`config.mk`:
```
export PLATFORM = sky130hd
export DESIGN_NAME = frame_buf_arb
export DESIGN_NICKNAME = d
export VERILOG_FILES = /design/src/rtl/frame_buf_pkg.sv /design/src/rtl/frame_buf_addr_gen.sv /design/src/rtl/frame_buf_arb.sv
export SDC_FILE = /design/constraint.sdc
export NUM_CORES = 1
export LEC_CHECK = 0
export ABC_CLOCK_PERIOD_IN_PS = 3950
export CAP_MARGIN = 20
export CELL_PAD_IN_SITES_DETAIL_PLACEMENT = 0
export CELL_PAD_IN_SITES_GLOBAL_PLACEMENT = 1
export CORE_ASPECT_RATIO = 2
export CORE_MARGIN = 2
export CORE_UTILIZATION = 37
export CTS_BUF_LIST = sky130_fd_sc_hd__clkbuf_8 sky130_fd_sc_hd__clkbuf_16
export DETAILED_ROUTE_END_ITERATION = 6
export PLACE_DENSITY_LB_ADDON = 0.1
export SLEW_MARGIN = 20
export SYNTH_ARGS = -nofsm -noshare
export SYNTH_HDL_FRONTEND = slang
export SYNTH_SLANG_ARGS = --single-unit
```
`constraint.sdc`:
```
create_clock -name clk -period 3.95 [get_ports clk]
set_clock_uncertainty 0.15 [all_clocks]
set_input_delay 0.395 -clock clk [delete_from_list [all_inputs] [get_ports clk]]
set_output_delay 0.395 -clock clk [all_outputs]
set_load 0.01 [all_outputs]
```
`src/rtl/frame_buf_pkg.sv`:
```
// Shared definitions for the frame buffer arbiter: FSM state encoding,
// port index constants, default frame geometry and small mapping helpers.
package frame_buf_pkg;

  typedef enum logic [1:0] {
    IDLE    = 2'd0,
    SERV_W0 = 2'd1,
    SERV_W1 = 2'd2,
    SERV_RD = 2'd3
  } state_t;

  typedef logic [1:0] port_t;

  localparam port_t W0 = 2'd0;
  localparam port_t W1 = 2'd1;
  localparam port_t RD = 2'd2;

  localparam int DEF_DATA_WIDTH = 32;
  localparam int DEF_ADDR_WIDTH = 29;
  localparam int DEF_FRAME_W    = 640;
  localparam int DEF_FRAME_H    = 480;
  localparam int DEF_BUF_SIZE   = DEF_FRAME_W * DEF_FRAME_H;
  localparam int DEF_BASE0      = 2;
  localparam int DEF_QUANTUM    = 16;

  // Round-robin successor: W0 -> W1 -> RD -> W0.
  function automatic port_t next_port(input port_t p);
    case (p)
      W0:      return W1;
      W1:      return RD;
      default: return W0;
    endcase
  endfunction

  function automatic state_t serv_state(input port_t p);
    case (p)
      W1:      return SERV_W1;
      RD:      return SERV_RD;
      default: return SERV_W0;
    endcase
  endfunction

  function automatic port_t state_port(input state_t s);
    case (s)
      SERV_W1: return W1;
      SERV_RD: return RD;
      default: return W0;
    endcase
  endfunction

endpackage

```
`src/rtl/frame_buf_addr_gen.sv`:
```
// Per-port frame address counter. Walks BASE..BASE+SIZE-1 one step per
// accepted beat, wraps to BASE after the last word and pulses done for one
// cycle when that last word is taken.
module frame_buf_addr_gen #(
  parameter int ADDR_WIDTH = 29,
  parameter int BASE       = 2,
  parameter int SIZE       = 307200
) (
  input  logic                  clk,
  input  logic                  reset,
  input  logic                  inc,
  output logic [ADDR_WIDTH-1:0] addr,
  output logic                  wrap,
  output logic                  done
);

  localparam logic [ADDR_WIDTH-1:0] LAST_OFS = ADDR_WIDTH'(SIZE - 1);

  logic [ADDR_WIDTH-1:0] ofs;

  assign wrap = (ofs == LAST_OFS);
  assign addr = ADDR_WIDTH'(BASE) + ofs;

  // Offset advances on each accepted beat; done marks the frame end.
  always_ff @(posedge clk) begin
    // NOTE: state registers use non-blocking assignments so every flop
    // samples the pre-edge values regardless of statement order.
    if (reset) begin
      ofs  <= '0;
      done <= 1'b0;
    end else begin
      done <= inc & wrap;
      if (inc) ofs <= wrap ? '0 : ofs + ADDR_WIDTH'(1);
    end
  end

endmodule

```
`src/rtl/frame_buf_arb.sv`:
```
// Frame buffer arbiter: two camera writers and one display reader share a
// single Avalon-style memory port. Grants are handed out one port at a time
// for up to QUANTUM beats, with a one-cycle IDLE bubble between grants.
// Optional macro FRAME_BUF_ARB_RD_PRIO_EN gives the reader priority in IDLE
// (writers alternate among themselves); without it arbitration is a plain
// three-way round-robin.
module frame_buf_arb
  import frame_buf_pkg::*;
#(
  parameter int DATA_WIDTH = DEF_DATA_WIDTH,
  parameter int ADDR_WIDTH = DEF_ADDR_WIDTH,
  parameter int BUF_SIZE   = DEF_BUF_SIZE,
  parameter int BASE0      = DEF_BASE0,
  parameter int BASE1      = BASE0 + BUF_SIZE,
  parameter int QUANTUM    = DEF_QUANTUM
) (
  input  logic                  clk,
  input  logic                  reset,
  input  logic                  ram_rdy,
  input  logic                  avl_ready,
  input  logic                  wr0_req,
  input  logic [DATA_WIDTH-1:0] wr0_data,
  output logic                  wr0_ack,
  input  logic                  wr1_req,
  input  logic [DATA_WIDTH-1:0] wr1_data,
  output logic                  wr1_ack,
  input  logic                  rd_req,
  input  logic                  rd_sel,
  output logic                  rd_ack,
  input  logic [DATA_WIDTH-1:0] avl_rdata,
  input  logic                  avl_rdata_valid,
  output logic [DATA_WIDTH-1:0] rd_data,
  output logic                  rd_data_valid,
  output logic [ADDR_WIDTH-1:0] avl_addr,
  output logic [DATA_WIDTH-1:0] avl_wdata,
  output logic                  avl_write_req,
  output logic                  avl_read_req,
  output logic [2:0]            frame_done
);

  localparam int BEAT_W = $clog2(QUANTUM + 1);

  state_t              state;
  port_t               ptr;
  logic [BEAT_W-1:0]   beat_cnt;
  logic                sel_q;
`ifdef FRAME_BUF_ARB_RD_PRIO_EN
  logic                last_rd;
`endif

  logic                  w0_acc, w1_acc, rd_acc;
  logic [ADDR_WIDTH-1:0] w0_addr, w1_addr, rd_ofs, rd_addr;
  logic                  w0_wrap, w1_wrap, rd_wrap;
  logic                  w0_done, w1_done, rd_done;
  logic                  rd_at_base, rd_sel_eff;

  logic                  cur_req, cur_acc, cur_wrap, leave;
  logic                  grant_valid;
  port_t                 grant_port;

  // A beat is accepted only when the granted port, memory and calibration agree.
  assign w0_acc = (state == SERV_W0) & wr0_req & avl_ready & ram_rdy;
  assign w1_acc = (state == SERV_W1) & wr1_req & avl_ready & ram_rdy;
  assign rd_acc = (state == SERV_RD) & rd_req  & avl_ready & ram_rdy;

  assign wr0_ack       = w0_acc;
  assign wr1_ack       = w1_acc;
  assign rd_ack        = rd_acc;
  assign avl_write_req = w0_acc | w1_acc;
  assign avl_read_req  = rd_acc;
  assign frame_done    = {rd_done, w1_done, w0_done};

  frame_buf_addr_gen #(
    .ADDR_WIDTH (ADDR_WIDTH),
    .BASE       (BASE0),
    .SIZE       (BUF_SIZE)
  ) u_addr_w0 (
    .clk   (clk),
    .reset (reset),
    .inc   (w0_acc),
    .addr  (w0_addr),
    .wrap  (w0_wrap),
    .done  (w0_done)
  );

  frame_buf_addr_gen #(
    .ADDR_WIDTH (ADDR_WIDTH),
    .BASE       (BASE1),
    .SIZE       (BUF_SIZE)
  ) u_addr_w1 (
    .clk   (clk),
    .reset (reset),
    .inc   (w1_acc),
    .addr  (w1_addr),
    .wrap  (w1_wrap),
    .done  (w1_done)
  );

  // The reader counts a plain offset; its region base is added below.
  frame_buf_addr_gen #(
    .ADDR_WIDTH (ADDR_WIDTH),
    .BASE       (0),
    .SIZE       (BUF_SIZE)
  ) u_addr_rd (
    .clk   (clk),
    .reset (reset),
    .inc   (rd_acc),
    .addr  (rd_ofs),
    .wrap  (rd_wrap),
    .done  (rd_done)
  );

  // At frame start the live rd_sel is used; afterwards the latched copy.
  assign rd_at_base = (rd_ofs == '0);
  assign rd_sel_eff = rd_at_base ? rd_sel : sel_q;
  assign rd_addr    = rd_ofs + (rd_sel_eff ? ADDR_WIDTH'(BASE1) : ADDR_WIDTH'(BASE0));

  // Latch the display region while the read counter sits at its base.
  always_ff @(posedge clk) begin
    if (reset)           sel_q <= 1'b0;
    else if (rd_at_base) sel_q <= rd_sel;
  end

  // Read data is a plain one-cycle pipeline, independent of the grant.
  always_ff @(posedge clk) begin
    if (reset) begin
      rd_data       <= '0;
      rd_data_valid <= 1'b0;
    end else begin
      rd_data       <= avl_rdata;
      rd_data_valid <= avl_rdata_valid;
    end
  end

  // Address and write-data mux for the granted port; zero when idle.
  always_comb begin
    // NOTE: every output of a combinational block gets a default first so
    // no path leaves it unassigned and no latch is inferred.
    avl_addr  = '0;
    avl_wdata = '0;
    case (state)
      SERV_W0: begin
        avl_addr  = w0_addr;
        avl_wdata = wr0_data;
      end
      SERV_W1: begin
        avl_addr  = w1_addr;
        avl_wdata = wr1_data;
      end
      SERV_RD: avl_addr = rd_addr;
      default: ;
    endcase
  end

  // End-of-grant detection for the port currently served.
  always_comb begin
    cur_req  = 1'b0;
    cur_acc  = 1'b0;
    cur_wrap = 1'b0;
    case (state)
      SERV_W0: begin cur_req = wr0_req; cur_acc = w0_acc; cur_wrap = w0_wrap; end
      SERV_W1: begin cur_req = wr1_req; cur_acc = w1_acc; cur_wrap = w1_wrap; end
      SERV_RD: begin cur_req = rd_req;  cur_acc = rd_acc; cur_wrap = rd_wrap; end
      default: ;
    endcase
    leave = !cur_req || !ram_rdy ||
            (cur_acc && (cur_wrap || beat_cnt == BEAT_W'(QUANTUM - 1)));
  end

`ifdef FRAME_BUF_ARB_RD_PRIO_EN
  // Reader first; after a read grant a pending writer gets one turn.
  always_comb begin
    port_t first_w, second_w;
    logic  first_req, second_req;
    first_w     = (ptr == W1) ? W1 : W0;
    second_w    = (ptr == W1) ? W0 : W1;
    first_req   = (ptr == W1) ? wr1_req : wr0_req;
    second_req  = (ptr == W1) ? wr0_req : wr1_req;
    grant_valid = 1'b1;
    grant_port  = RD;
    if (rd_req && !(last_rd && (wr0_req || wr1_req))) grant_port = RD;
    else if (first_req)                               grant_port = first_w;
    else if (second_req)                              grant_port = second_w;
    else if (rd_req)                                  grant_port = RD;
    else                                              grant_valid = 1'b0;
  end
`else
  // Three-way round-robin scan starting at the pointer.
  always_comb begin
    logic [3:0] req_vec;
    port_t      p;
    req_vec     = {1'b0, rd_req, wr1_req, wr0_req};
    p           = ptr;
    grant_valid = 1'b0;
    grant_port  = W0;
    for (int i = 0; i < 3; i++) begin
      if (!grant_valid && req_vec[p]) begin
        grant_valid = 1'b1;
        grant_port  = p;
      end
      p = next_port(p);
    end
  end
`endif

  // Arbiter FSM: grant in IDLE, serve until the grant ends, rotate pointer.
  always_ff @(posedge clk) begin
    if (reset) begin
      state    <= IDLE;
      ptr      <= W0;
      beat_cnt <= '0;
`ifdef FRAME_BUF_ARB_RD_PRIO_EN
      last_rd  <= 1'b0;
`endif
    end else begin
      case (state)
        IDLE: begin
          if (ram_rdy && grant_valid) begin
            state    <= serv_state(grant_port);
            beat_cnt <= '0;
          end
        end
        default: begin
          if (leave) begin
            state <= IDLE;
`ifdef FRAME_BUF_ARB_RD_PRIO_EN
            last_rd <= (state == SERV_RD);
            if (state == SERV_W0)      ptr <= W1;
            else if (state == SERV_W1) ptr <= W0;
`else
            ptr <= next_port(state_port(state));
`endif
          end else if (cur_acc) begin
            beat_cnt <= beat_cnt + BEAT_W'(1);
          end
        end
      endcase
    end
  end

endmodule

```
* After elaboration in Yosys (flattened, before gate mapping)
Index checks and enable logic that the tools add are counted.
Word-level totals: flip-flop bits (word level) 133, bits of input ports 105, output and inout bits 102, logic and storage cells 108
Operators by class: add/sub/neg operators 7, order comparisons 3, eq/ne operators 14, multiplexer cells 37, bitwise gates (word level) 14, reduce and logical (&&, ||, !) cells 21
Operators by type and width (count):
- adder 29 x 1 -> 29 bit, second input constant | 3
- equality test 29 x 19 -> 1 bit, second input constant | 3
- two-way mux 29 bit | 3
- one-hot mux 29 bit (3 select lines) | 1
- one-hot mux 32 bit (2 select lines) | 1
- adder 19 x 29 -> 29 bit, first input constant | 1
- adder 2 x 29 -> 29 bit, first input constant | 1
- adder 29 x 19 -> 29 bit | 1
- zero test 29 bit | 1
- two-way mux 5 bit | 4
- one-hot mux 2 bit (2 select lines) | 5
- two-way mux 19 bit | 1
- two-way mux 2 bit | 9
- bitwise AND 1 bit | 12
- equality test 2 x 1 -> 1 bit, second input constant | 5
- < comparator 2 x 3 -> 1 bit, second input constant | 3
- one-hot mux 1 bit (3 select lines) | 3
- zero test 2 bit | 4
- two-way mux 1 bit | 7
- binary-select mux 1 bit (select 2 bit) | 3
- equality test 2 bit, second input constant | 3
- adder 5 x 1 -> 5 bit, second input constant | 1
- equality test 5 x 4 -> 1 bit, second input constant | 1
- logical AND 1 bit | 4
- 9 further kinds | 16

* Depth between registers and ports, before layout
Gate-level depths: netlist of run 1.
word-level depth 13, depth in mapped cells 14, mapped depth without buffers 13

* By module
Synthesis of run 1 repeated with hierarchy kept, for this count alone.
Second synthesis, totals: cell total of the unflattened synthesis 1099, area total of the unflattened synthesis 8747.1 um2
Modules (own cells, without submodules):
- frame_buf_arb | times used 1, cells an instance 427, area an instance 3380.7 um2, seq. area each 860.8 um2
- frame_buf_addr_gen (u_addr_w1) | times used 1, cells an instance 259, area an instance 2004.4 um2, seq. area each 600.6 um2
- frame_buf_addr_gen (u_addr_w0) | times used 1, cells an instance 244, area an instance 1909.3 um2, seq. area each 600.6 um2
- frame_buf_addr_gen (u_addr_rd) | times used 1, cells an instance 169, area an instance 1452.6 um2, seq. area each 600.6 um2

* Least setup slack after synthesis of run 1
No wires, ideal clock.
path type register to output, start register u_addr_rd.ofs[14], end output avl_addr[18], arrival 3.214 ns, data required time 3.405 ns, setup slack 0.191 ns, cell stages (with the launch flop) 14, buffers on the path 2, path through dfxtp_1 clkbuf_1 nor4_1 nand4_1 nor2_1 mux2_2 ha_1 nand2_1 o41a_1 clkbuf_1 nor2_1 nor2_1 or4b_1 a31oi_1
On the way: cells in the longest elaborated chain, start to end 5
RTL lines:
- start, declared | RTL line frame_buf_addr_gen.sv:19 | logic [ADDR_WIDTH-1:0] ofs;
- start signal, assigned | RTL line frame_buf_addr_gen.sv:33 | if (inc) ofs <= wrap ? '0 : ofs + ADDR_WIDTH'(1);
- zero test 29 bit | RTL line frame_buf_arb.sv:114 | assign rd_at_base = (rd_ofs == '0);
- two-way mux 1 bit
- net rd_sel_eff | RTL line frame_buf_arb.sv:55 | logic rd_at_base, rd_sel_eff;
- two-way mux 19 bit | RTL line frame_buf_arb.sv:116 | assign rd_addr = rd_ofs + (rd_sel_eff ? ADDR_WIDTH'(BASE1) : ADDR_WIDTH'(BASE0));
- adder 29 x 19 -> 29 bit | RTL line frame_buf_arb.sv:116
- one-hot mux 29 bit (3 select lines) | RTL line frame_buf_arb.sv:141 | case (state)
- end, declared | RTL line frame_buf_arb.sv:34 | output logic [ADDR_WIDTH-1:0] avl_addr,
The timed path passes the listed nets, and every way through them passes these cells.

* Final worst setup path of run 1
start register u_addr_rd.ofs[0], end output avl_addr[28]
Same word-level chain as after synthesis.

==> reports/metrics.yaml, run 1 <==
routing:
  antenna_left: 0
  vias: 8704
  wl_per_cell_um: 19.2
  first_pass_iters: 5
  drcViolationCount: 0
  wl_um: 30900
  drt-initial-drc-count: 562
  viasPerCell: 5.43
clock_tree:
  cts_tree: "yes"
  clock_path_buffers: 2
  cts-buffers-inserted: 17
  clock_latency_ps: 440
  cts-root-buf: "clkbuf_16"
  htree_num_levels: 4
  cts.clk_slew.worst_paths_ps: 60
  cts_hold_buf: 0
  clock-sinks: 133
cells_and_area:
  final_nets: 1435
  layout_common_cells: "clkdlybuf4s50_1, nor2_1, dfxtp_1"
  layout-drive-gt1-share: 0.157
  antenna_cells: 0
  syn2layout_area_growth_pct: 42.0
  layout_commonest_cell: "clkdlybuf4s50_1"
yosys:
  syn_avg_cell_area_sq_um: 7.94
  yosysUniqueCellTypes: 70
  syn_nets: 1195
  netlist_area_sq_um: 8510
  yosys_most_used_dff: "dfxtp_1"
  synth_warnings: 0
  ys_seq_area_frac: 0.313
  synthArstFlopShare: 0
  synth_edf_count: 0
  synth-seq-cells: 133
  synthCells: 1071
sta:
  whs_ps: 216
  drv_slew: 0
  fin_ws_ps: -148
  setup-tns-final_ps: -904
  period_minus_slack_ps: 4100
  final-hold-violation-count: 0
  clock.fmax_mhz: 244
  timing.final.crit_share: 1.04
  worstMarginPinSlew_ps: 783
  rsz0062_at_grt: "yes"
  relSlewSlack: 0.478
  setup_viol: 10
worst_setup_path:
  worstSetupEndpointType: "primary output"
  crit_type: "reg2out"
  r2r.worst_path.cells: 9
  worstPathArrival_ps: 3550
  critPathLaunchType: "flip-flop"
  path_max_fanout: 3
  reg2reg_slack_ps: 1030
  crit_required_ps: 3400
placement:
  portBuffers: 206
  hpwl_um: 23600
  gp_congestion: 0.897
floorplan:
  core_sq_um: 22600
  die_h_um: 218
  std_cell_rows: 78
  die_w_um: 111
  initial_core_util: 0.376
  dieArea_sq_um: 24300
  boundaryPins: 207
flow_run:
  max_cap_violations: 0
power_and_ir_drop:
  p_sw_uw: 858
  seq_power_share: 0.405
  internal_power_mw: 2.53
  p_per_area_nw_per_um2: 280
  pwr-share-clk: 0.467
  sw_frac_of_total: 0.253
  vdd_drop_max_mv: 0.336
  combPwrFrac: 0.128
  power.leakage_nw: 4.36
grt:
  grt_pass1_vias: 8993
  grt_max_degree: 36
  antenna_found_initial: 0
  grt_usage: 0.251
  grt_pass1_wl_um: 47900
  gr-total-overflow: 0
hold_path:
  whs_path_depth: 2
  worstHoldPathType: "in2reg"
run_status:
  status: "complete, but fails checks"
  violations: "setup timing"
[synth_stat cells (4+ instances only)]
cell type  instances  area, sq um
a211oi_1           8         60.1
a21o_1             4         30.0
a21oi_1           24          120
a221o_1            4         40.0
a222oi_1          16          160
a22oi_1           41          308
and2_1            12         75.1
and3_1            14         87.6
and4_1             8         70.1
buf_1             14         52.6
buf_2             17         85.1
buf_4              5         37.5
clkbuf_1          48          180
dfxtp_1          133         2660
ha_1              19          238
inv_1             28          105
nand2_1           81          304
nand2b_1           4         25.0
nand3_1           37          185
nand4_1           36          225
nor2_1           142          533
nor2b_1           75          469
nor3_1            22          110
nor3_2             8         80.1
nor4_1            18          113
nor4b_1            9         78.8
o211ai_1           6         45.0
o21ai_0           20          100
or3_1             13         81.3
xnor2_1           79          692
xor2_1            67          587
[cells by family after synthesis]
kind of cell	count (synthesis)	share of synthesized area
xor gates and xnor gates	146	0.150
and+or+nand+nor	503	0.314
buffers and inverters	115	0.0572
DFF	133	0.313
muxes	4	0.00544
AOI/OAI and AO/OA	151	0.132
adders and majority gates	19	0.0279
[path summary, 6_finish.rpt]
kind                                        from                 to
worst min register to register            ptr[1]             ptr[1]
worst max-delay path            u_addr_rd.ofs[0]       avl_addr[28]
worst max register to register          state[0]  u_addr_w1.ofs[23]
worst min-delay path                       reset        rd_data[25]
[repair_timing]
action,CTS,global route
endpoints found under the setup margin,17,17
setup buffers,31,0
pin swaps,36,20
resized for setup,103,17
hold endpoints to repair,0,0
[cell type report]
cell class / instances / area (sq um)
Sequential cell: 133 / 2670
Timing Repair Buffer: 307 / 2770
Multi-Input combinational cell: 823 / 5610
Tap cell: 280 / 350
Inverter: 29 / 109
Clock inverter: 14 / 153
Clock buffer: 17 / 425
Fill cell: 2221 / 10600
[registers in the layout, indices dropped and copies added (netlist names)]
signal and flops:
beat_cnt 5, ptr 2, rd_data 32, rd_data_valid 1
sel_q 1, state 2, u_addr_rd.done 1, u_addr_rd.ofs 29
u_addr_w0.done 1, u_addr_w0.ofs 29, u_addr_w1.done 1, u_addr_w1.ofs 29
[per-layer routing]
layer,vias up,part of all wire,global-route usage
met5,-,0,0
met4,0,0.058,0.148
met3,81,0.055,0.0588
met2,298,0.53,0.468
met1,4117,0.36,0.250
li1,4208,-,-
[through the flow]
| step | worst slack [ps] | instance area, sq um | cells | util | power, mW |
|---|---|---|---|---|---|
| 6_report | -148 | 12100 | 1603 | 0.534 | 3.39 |
| 5_1_grt | -362 | 12100 | 1603 | 0.534 | 3.51 |
| 4_1_cts | -159 | 12000 | 1603 | 0.530 | 3.43 |
| 3_5_place_dp | -319 | 11100 | 1541 | 0.489 | 1.84 |
| 3_3_place_gp | -194 | 11100 | 1541 | 0.489 | 1.83 |
| 2_1_floorplan | 191 | 8510 | 1071 | - | 1.59 |
[critical path, stage by stage (launching register included)]
cell and delay (ps):
dfxtp_2 320, inv_2 70, ha_4 130, nor4b_4 170
nand4_1 140, nor2_2 150, mux2_4 350, ha_4 290
nand2_2 50, o41a_1 380, buf_4 170, a211oi_2 190
xor2_1 110, a222oi_1 340, nor2_1 80, buf_2 160
[power by group through the flow]
stage	Clock, mW	Sequential, mW	Combinational, mW
global placement	0	1.40	0.433
floorplan	0	1.41	0.184
finish	1.58	1.37	0.435
CTS	1.62	1.37	0.439
detailed placement	0	1.40	0.434
global route	1.67	1.37	0.470
Power figures use the tool's default switching activity.
==> run 2, diff against run 1 <==
--- a/config.mk
+++ b/config.mk
@@ -6,5 +6,5 @@
 export NUM_CORES = 1
 export LEC_CHECK = 0
-export ABC_CLOCK_PERIOD_IN_PS = 3950
+export ABC_CLOCK_PERIOD_IN_PS = 4300
 export CAP_MARGIN = 20
 export CELL_PAD_IN_SITES_DETAIL_PLACEMENT = 0
==> constraint.sdc (replaced) <==
create_clock -name clk -period 4.3 [get_ports clk]
set_clock_uncertainty 0.15 [all_clocks]
set_input_delay 0.86 -clock clk [delete_from_list [all_inputs] [get_ports clk]]
set_output_delay 0.86 -clock clk [all_outputs]
set_load 0.01 [all_outputs]
==> run 2 against run 1 <==
The run still ends with setup timing left. First-iteration DRC count shrank 7.8%. Worst setup slack lost 100 ps. Sequential power shrank 8%. Sequential share of layout area grew 0.23 points. Non-clock buffer count shrank 14. Largest power group unchanged. Wire length shrank 0.82%.
==> reports/metrics.yaml, run 2 (synthesis results as in run 1) <==
run_status:
  status: "complete, but fails checks"
  violations: "setup timing"
grt:
  grt_max_degree: 52
  grt_usage: 0.249
  antenna_found_initial: 0
  gr-total-overflow: 0
  grt_pass1_wl_um: 47400
  grt_pass1_vias: 8720
placement:
  placed_area_sq_um: 11100
  gp_congestion: 0.908
  portBuffers: 206
  dp_cells: 1546
  hpwl_um: 23600
routing:
  first_pass_iters: 6
  vias: 8658
  met3_length_um: 1680
  wl_met1_um: 11100
  wl_per_cell_um: 19.2
  viasPerCell: 5.45
  wl_um: 30600
  top_layer: "met4"
  drcViolationCount: 0
  met2_wirelength_um: 15900
  antenna_left: 0
  drt-initial-drc-count: 518
worst_setup_path:
  cp_slowest_stage_delay_ps: 370
  worstSetupEndpointType: "primary output"
  reg2reg_slack_ps: 1170
  worstPathArrival_ps: 3540
  timing.rr.start: "state[0]"
  r2r_end: "u_addr_rd.ofs[26]"
  cp_slowest_cell: "o41a_1"
  critPathLaunchType: "flip-flop"
  r2r.worst_path.cells: 8
  crit_chain: "inv_2, ha_4, nor4b_4, nand4_1, nor2_2, mux2_4, ha_4, nand2_2, o41a_1, buf_4, a211oi_4, xor2_1, a222oi_1, nor2_1, buf_2"
  path_max_fanout: 4
  crit_type: "reg2out"
  crit_required_ps: 3290
  cp_common_cell: "ha_4"
cells_and_area:
  largest_reg_flops: 32
  final_nets: 1421
  final_cells: 1590
  antenna_cells: 0
  max_flop_register: "rd_data"
  layout-drive-gt1-share: 0.149
  layout_common_cells: "clkdlybuf4s50_1, nor2_1, dfxtp_1"
  fin_area_sq_um: 12000
  layout_commonest_cell: "clkdlybuf4s50_1"
  syn2layout_area_growth_pct: 40.5
sta:
  rsz0062_at_grt: "yes"
  drv_slew: 0
  relSlewSlack: 0.478
  clock.fmax_mhz: 220
  setup_viol: 16
  timing.final.crit_share: 1.06
  period_minus_slack_ps: 4550
  final-hold-violation-count: 0
  worstMarginPinSlew_ps: 782
  fin_ws_ps: -253
  whs_ps: 349
power_and_ir_drop:
  p_per_area_nw_per_um2: 255
  power.total_mw: 3.05
  vdd_drop_max_mv: 0.370
  power.leakage_nw: 4.27
clock_tree:
  htree_num_levels: 4
  cts-buffers-inserted: 17
  clock_path_buffers: 2
  cts_hold_buf: 0
  cts.clk_slew.worst_paths_ps: 60
  cts_tree: "yes"
  clock-sinks: 133
  clock_latency_ps: 440
  cts-root-buf: "clkbuf_16"
floorplan:
  die_w_um: 111
  std_cell_rows: 78
  core_sq_um: 22600
  dieArea_sq_um: 24300
  initial_core_util: 0.376
  boundaryPins: 207
  die_h_um: 218
hold_path:
  whs_path_depth: 2
  hold_end: "beat_cnt[1]"
  hp-start: "beat_cnt[1]"
  worstHoldPathType: "reg2reg"
flow_run:
  max_cap_violations: 0
-- run 2: timing repair --
action                                  CTS  global route
gates resized for setup                 101            12
setup buffers                             9             3
pin swaps                                32            12
endpoints found under the setup margin   17            17
-- run 2: how the worst max path moves through the flow --
| stage | startpoint | end |
|---|---|---|
| 2_1_floorplan | u_addr_rd.ofs[14] | avl_addr[18] |
| 3_3_place_gp | rd_sel | avl_addr[18] |
| 3_5_place_dp | rd_sel | avl_addr[25] |
| 4_1_cts | u_addr_rd.ofs[1] | avl_addr[28] |
| 5_1_grt | u_addr_rd.ofs[1] | avl_addr[18] |
| 6_report | u_addr_rd.ofs[1] | avl_addr[28] |
-- run 2: through the flow --
step | setup TNS (ps) | worst slack (ps) | util
final | -2360 | -253 | 0.528
after global routing | -5460 | -463 | 0.528
after CTS | -1960 | -236 | 0.524
after detailed placement | -7070 | -545 | 0.491
after global placement | -6730 | -559 | 0.491
after floorplan | 0 | 76.4 | -
-- run 2: routing by layer --
metal | up-vias | GRT usage
met5 | - | 0
met4 | 0 | 0.145
met3 | 83 | 0.0630
met2 | 321 | 0.456
met1 | 4063 | 0.252
li1 | 4191 | -
-- run 2: power breakdown --
part / internal [mW] / total, mW / switching [mW]
clock: 0.768 / 1.39 / 0.620
combinational: 0.219 / 0.403 / 0.184
sequential: 1.25 / 1.26 / 0.00755
-- run 2: final cells by class --
cell class	instances	area [sq um]
timing repair buffer	293	2670
clock inverter	14	116
fill	2246	10700
tap	280	350
inverter	29	109
multi-input combinational	823	5610
clock buffer	18	439
sequential	133	2670
-- run 2: critical path, delay by kind of cell (launching register included) --
| family | cells | cell delay [ps] |
|---|---|---|
| buffers and inverters | 3 | 400 |
| xor gates and xnor gates | 1 | 120 |
| muxes | 1 | 360 |
| DFF | 1 | 330 |
| adders and majority gates | 2 | 430 |
| AOI/OAI and AO/OA | 3 | 930 |
| and+or+nand+nor | 5 | 550 |
==> run 3, diff against run 2 <==
SYNTH_HIERARCHICAL = 1   (was not set)
==> run 3 against run 2 <==
The run still ends with setup timing left. Non-clock buffer count is 10 higher. Clock power barely moved. Wire length grew 5.1%. Largest power group unchanged. Critical path type unchanged. Register-to-register slack got worse by 150 ps. First-iteration DRC count increased by 2.5%. Largest cell class unchanged. Sequential cell count stayed put. Worst hold slack worse by 47 ps. Worst setup slack better by 98 ps. Total power is essentially flat. Core utilization down 0.30 points.
==> reports/metrics.yaml, run 3 <==
run_status:
  violations: "setup timing"
  status: "complete, but fails checks"
sta:
  worstMarginPinSlew_ps: 819
  drv_slew: 0
  final-hold-violation-count: 0
  timing.final.crit_share: 1.04
  relSlewSlack: 0.447
  clock.fmax_mhz: 224
  period_minus_slack_ps: 4450
  setup_viol: 13
  fin_ws_ps: -155
  rsz0062_at_grt: "yes"
worst_setup_path:
  critPathLaunchType: "flip-flop"
  r2r.worst_path.cells: 10
  reg2reg_slack_ps: 1020
  crit_required_ps: 3290
  crit_type: "reg2out"
  worstPathArrival_ps: 3440
  timing.rr.start: "u_addr_rd/ofs[0]"
  r2r_end: "ptr[0]"
  crit_path_start: "u_addr_rd/ofs[14]"
  worstSetupEndpointType: "primary output"
  path_max_fanout: 5
cells_and_area:
  layout_common_cells: "clkdlybuf4s50_1, dfxtp_1, nor2_1"
  antenna_cells: 0
  layout_commonest_cell: "clkdlybuf4s50_1"
  fill_cells: 2294
  layout-drive-gt1-share: 0.145
  max_flop_register: "rd_data"
  largest_reg_flops: 32
  final_cells: 1640
  syn2layout_area_growth_pct: 39.5
  final_nets: 1467
routing:
  antenna_left: 0
  top_layer: "met4"
  viasPerCell: 5.59
  first_pass_iters: 7
  met3_length_um: 1580
  drcViolationCount: 0
  wl_um: 32200
  vias: 9163
  drt-initial-drc-count: 531
  met2_wirelength_um: 17700
  wl_met1_um: 11300
  wl_per_cell_um: 19.6
yosys:
  ys_seq_area_frac: 0.304
  synth-seq-cells: 133
  synthArstFlopShare: 0
  yosys_most_used_dff: "dfxtp_1"
  synth_edf_count: 0
  netlist_top_cells_count: "dfxtp_1, nor2_1, nand2_1, xor2_1, nor2b_1"
  netlist_area_sq_um: 8750
  synth_area_leaders: "dfxtp_1, xor2_1, nor2_1"
  synthCells: 1099
  synth_top_area_share: 0.304
  yosysUniqueCellTypes: 74
  synth_warnings: 6
  syn_nets: 1222
  syn_avg_cell_area_sq_um: 7.96
  synth_top_cell_by_area: "dfxtp_1"
  yosysMostFrequentCell: "dfxtp_1"
placement:
  portBuffers: 206
  post-place-ws_ps: -344
  hpwl_um: 25000
  dp_cells: 1597
  gp_congestion: 0.927
grt:
  grt_max_degree: 40
  antenna_found_initial: 0
  grt_pass1_wl_um: 49000
  grt_pass1_vias: 8996
  grt_usage: 0.252
  gr-total-overflow: 0
power_and_ir_drop:
  p_per_area_nw_per_um2: 250
  vdd_drop_max_mv: 0.263
  power.leakage_nw: 4.43
clock_tree:
  cts_hold_buf: 0
  htree_num_levels: 4
  clock_path_buffers: 2
  cts_tree: "yes"
  clock-sinks: 133
  cts-root-buf: "clkbuf_16"
  clock_latency_ps: 450
  cts-buffers-inserted: 17
  cts.clk_slew.worst_paths_ps: 60
hold_path:
  hold_end: "beat_cnt[4]"
  whs_path_depth: 2
  worstHoldPathType: "reg2reg"
  hp-start: "beat_cnt[4]"
floorplan:
  dieArea_sq_um: 25000
  die_h_um: 221
  die_w_um: 113
  boundaryPins: 207
  std_cell_rows: 79
  initial_core_util: 0.377
  core_sq_um: 23200
flow_run:
  max_cap_violations: 0
## run 3: cell types whose count changed after synthesis, moves of 9 or more
cell and delta:
a21oi_1 +24, nand3_1 +21, nor2_1 -18, nor4b_1 -9, o22ai_1 +12, o31ai_1 +10
or4_1 +10, xnor2_1 -30
## run 3: timing repair
item | CTS | global route
setup buffers | 8 | 2
setup endpoints to repair | 17 | 17
cloned | 0 | 1
hold endpoints to repair | 0 | 0
pin swaps | 21 | 15
gates resized for setup | 87 | 14
## run 3: critical path, stage by stage, from the launching register on
cell and delay (ps):
dfxtp_2 320, nor4_2 280, buf_4 160, nand4_1 90, nor2_1 110, buf_4 150
mux2_4 370, ha_4 240, buf_4 140, a21oi_4 200, buf_4 150, o211ai_2 160
o21ai_1 220, xor2_1 170, o22ai_1 90, buf_2 150
## run 3: kinds of logic after synthesis
group,share of synthesized area
and+or+nand+nor,0.324
AOI/OAI and AO/OA,0.169
DFF,0.304
xor gates and xnor gates,0.124
buffers and inverters,0.0506
adders and majority gates,0.0257
muxes,0.00243
## run 3: where the power goes
part / total, mW / leakage (nW) / internal (mW) / switching (mW)
combinational: 0.398 / 3.08 / 0.214 / 0.185
sequential: 1.26 / 1.08 / 1.25 / 0.0103
clock: 1.39 / 0.264 / 0.794 / 0.594
total: 3.05 / 4.43 / 2.26 / 0.789
## run 3: through the flow
stage / instance area (sq um) / hold slack [ps] / TNS (ps) / utilization / power [mW]
after global routing: 12200 / 352 / -2690 / 0.525 / 3.16
final: 12200 / 302 / -1280 / 0.525 / 3.05
after CTS: 12100 / 306 / -1630 / 0.522 / 3.08
after floorplan: 8750 / 282 / 0 / - / 1.47
after global placement: 11500 / 289 / -3150 / 0.493 / 1.68
after detailed placement: 11500 / 297 / -3140 / 0.493 / 1.69
## run 3: area by class of cell
| cell class | instances | area [sq um] | share of cell area |
|---|---|---|---|
| tap | 283 | 354 | 0.0290 |
| multi-input combinational | 868 | 5820 | 0.477 |
| sequential | 133 | 2660 | 0.218 |
| inverter | 21 | 78.8 | 0.00646 |
| clock buffer | 17 | 425 | 0.0349 |
| timing repair buffer | 303 | 2730 | 0.224 |
| clock inverter | 15 | 130 | 0.0107 |
## run 3: worst max-delay path by stage
stage	end	slack, ps
after floorplan	avl_addr[24]	450
after CTS	avl_addr[21]	-240
after global routing	avl_addr[23]	-250
after detailed placement	avl_addr[23]	-340
after global placement	avl_addr[23]	-320
final	avl_addr[20]	-150
## run 3: routing by layer
layer	GRT usage	vias up
li1	-	4461
met1	0.244	4336
met2	0.490	298
met3	0.0468	68
met4	0.132	0
met5	0	-
==> RTL change: new RTL, config.mk and constraints of run 2 <==
Compare `beat_cnt` against `BEAT_W'(QUANTUM - 1)` with >= in place of ==.
--- a/src/rtl/frame_buf_arb.sv
+++ b/src/rtl/frame_buf_arb.sv
@@ -164,7 +164,7 @@
       default: ;
     endcase
     leave = !cur_req || !ram_rdy ||
-            (cur_acc && (cur_wrap || beat_cnt == BEAT_W'(QUANTUM - 1)));
+            (cur_acc && (cur_wrap || beat_cnt >= BEAT_W'(QUANTUM - 1)));
   end
 
 `ifdef FRAME_BUF_ARB_RD_PRIO_EN
Formal check against the unedited RTL: same outputs for any inputs over 4 cycles, from zero or initial values and one cycle with reset high; that may be too few to reach the edited logic, so the function may still have changed.
==> RTL change against run 2 <==
Power up 3.9%; sequential cell count unchanged; worst setup slack improved by 0.13 ns; cell area is essentially flat; critical endpoint is now avl_addr[20]; the run still ends with negative setup slack left; largest power group unchanged; area after synthesis fell by 0.18%; register-to-register slack lost 0.33 ns; maximum frequency rose by 2.9%; wire length rose by 1.0%.
==> RTL change: results (changes against run 2) <==
Reg2Reg Capture Point=beat_cnt[1] (was u_addr_rd.ofs[26]); DP Area=11100 µm² (about the same); Largest Register=rd_data (unchanged); pre-CTS setup slack=-0.498 ns (was -0.545 ns); Commonest cells post-synth=154 x nor2_1, 133 x dfxtp_1, 81 x nand2_1 (was 142 x nor2_1, 133 x dfxtp_1, 81 x nand2_1); M1 GR Usage=25.5% (was 25.2%); filler cell count=2278 (was 2246); Largest stage delay, worst path=roughly 0.36 ns; final setup fails=11 (was 16); # diodes=0 (unchanged); worst hold slack=0.366 ns (was 0.349 ns); Int Power=2.32 mW (was 2.24 mW); DR iter-0 viols=439 (was 518); ratio of cells with drive above 1 in the final layout=15.8% (was 14.9%); Critical Path AT=3.41 ns (was 3.54 ns); worst hold start=beat_cnt[4] (was beat_cnt[1]); worst setup margin=-0.124 ns (was -0.253 ns); R2R Setup Slk=0.84 ns (was 1.17 ns); Worst Tran Pin Value=0.875 ns (was 0.782 ns); GRT Total Usage=25.5% (was 24.9%); Cells after Synth=1068 (was 1071); crit-path leading delay family=simple AND/OR/NAND/NOR gates (was compound AO/OA/AOI/OAI gates); met1 wire length=11000 µm (was 11100 µm); setup tns final=-0.550 ns (was -2.36 ns); post-CTS sizing=100 (was 101); met2 usage=49.8% (was 45.6%); postcts setup bufs=18 (was 9); final wirelength=30900 µm (was 30600 µm); final RePlAce weighted congestion=0.918 (was 0.908); Syn. warnings=0 (unchanged); max FFs per register=32 (unchanged); worst vdd ir=0.313 mV (was 0.370 mV); # port buffers=206 (unchanged); area of the multi-input gates=5520 µm² (was 5610 µm²); CP endpoint=avl_addr[20] (was avl_addr[28]); launch point of the worst reg-to-reg path=state[1] (was state[0]); sequential area share after synthesis=31.3% (about the same); P_leak=4.36 nW (was 4.27 nW); GR met3 Demand/Resource=4.55% (was 6.30%); placed instance count=1544 (was 1546); # nets final=1426 (was 1421); CTS Root Cell=clkbuf_16 (unchanged); DPL Wire Length=23800 µm (was 23600 µm); Post-Syn Nets=1191 (was 1195); TritonCTS Buffers=17 (unchanged); DR vias=8670 (was 8658); Non-Filler Instances=1596 (was 1590); Met2 Wirelength=16900 µm (was 15900 µm); Top FF cell, synth=dfxtp_1 (unchanged); Worst Path Max Fanout=10 (was 4); outcome=finished with violations (unchanged); top cells by area, synth=dfxtp_1 31%, xor2_1 7.5%, xnor2_1 7.4% (was dfxtp_1 31%, xnor2_1 8.1%, xor2_1 6.9%); slowest stage cell, crit path=mux2_4 (was o41a_1); HP Class=reg2reg (unchanged); met3 WL=1560 µm (was 1680 µm); global-route wire length before repair=48300 µm (was 47400 µm); Critical Path Start=u_addr_rd.ofs[27] (was u_addr_rd.ofs[1]); worst hold path endpoint=beat_cnt[4] (was beat_cnt[1]); largest net degree at the start of global routing=38 (was 52); failing checks=negative setup slack (unchanged)
==> RTL change: logic make-up after synthesis <==
family	after synthesis	synth area share [%]
and+or+nand+nor	516	31.9
xor gates and xnor gates	145	15.0
AOI/OAI and AO/OA	140	12.2
DFF	133	31.3
buffers and inverters	111	6.26
adders and majority gates	18	2.65
muxes	5	0.619
==> RTL change: final cells by class <==
| cell class | instances | share of cell area [%] |
|---|---|---|
| clock buffer | 18 | 3.68 |
| multi-input combinational | 824 | 46.2 |
| timing repair buffer | 306 | 23.1 |
| sequential | 133 | 22.3 |
| clock inverter | 14 | 1.17 |
| tap | 280 | 2.93 |
| inverter | 21 | 0.660 |
==> RTL change: power groups by stage <==
stage                     Combinational [mW]  Sequential [mW]  Clock, mW
after floorplan                        0.196             1.30          0
after global placement                 0.439             1.29          0
after detailed placement               0.441             1.29          0
after CTS                              0.447             1.26       1.50
after global routing                   0.483             1.27       1.55
final                                  0.447             1.26       1.46
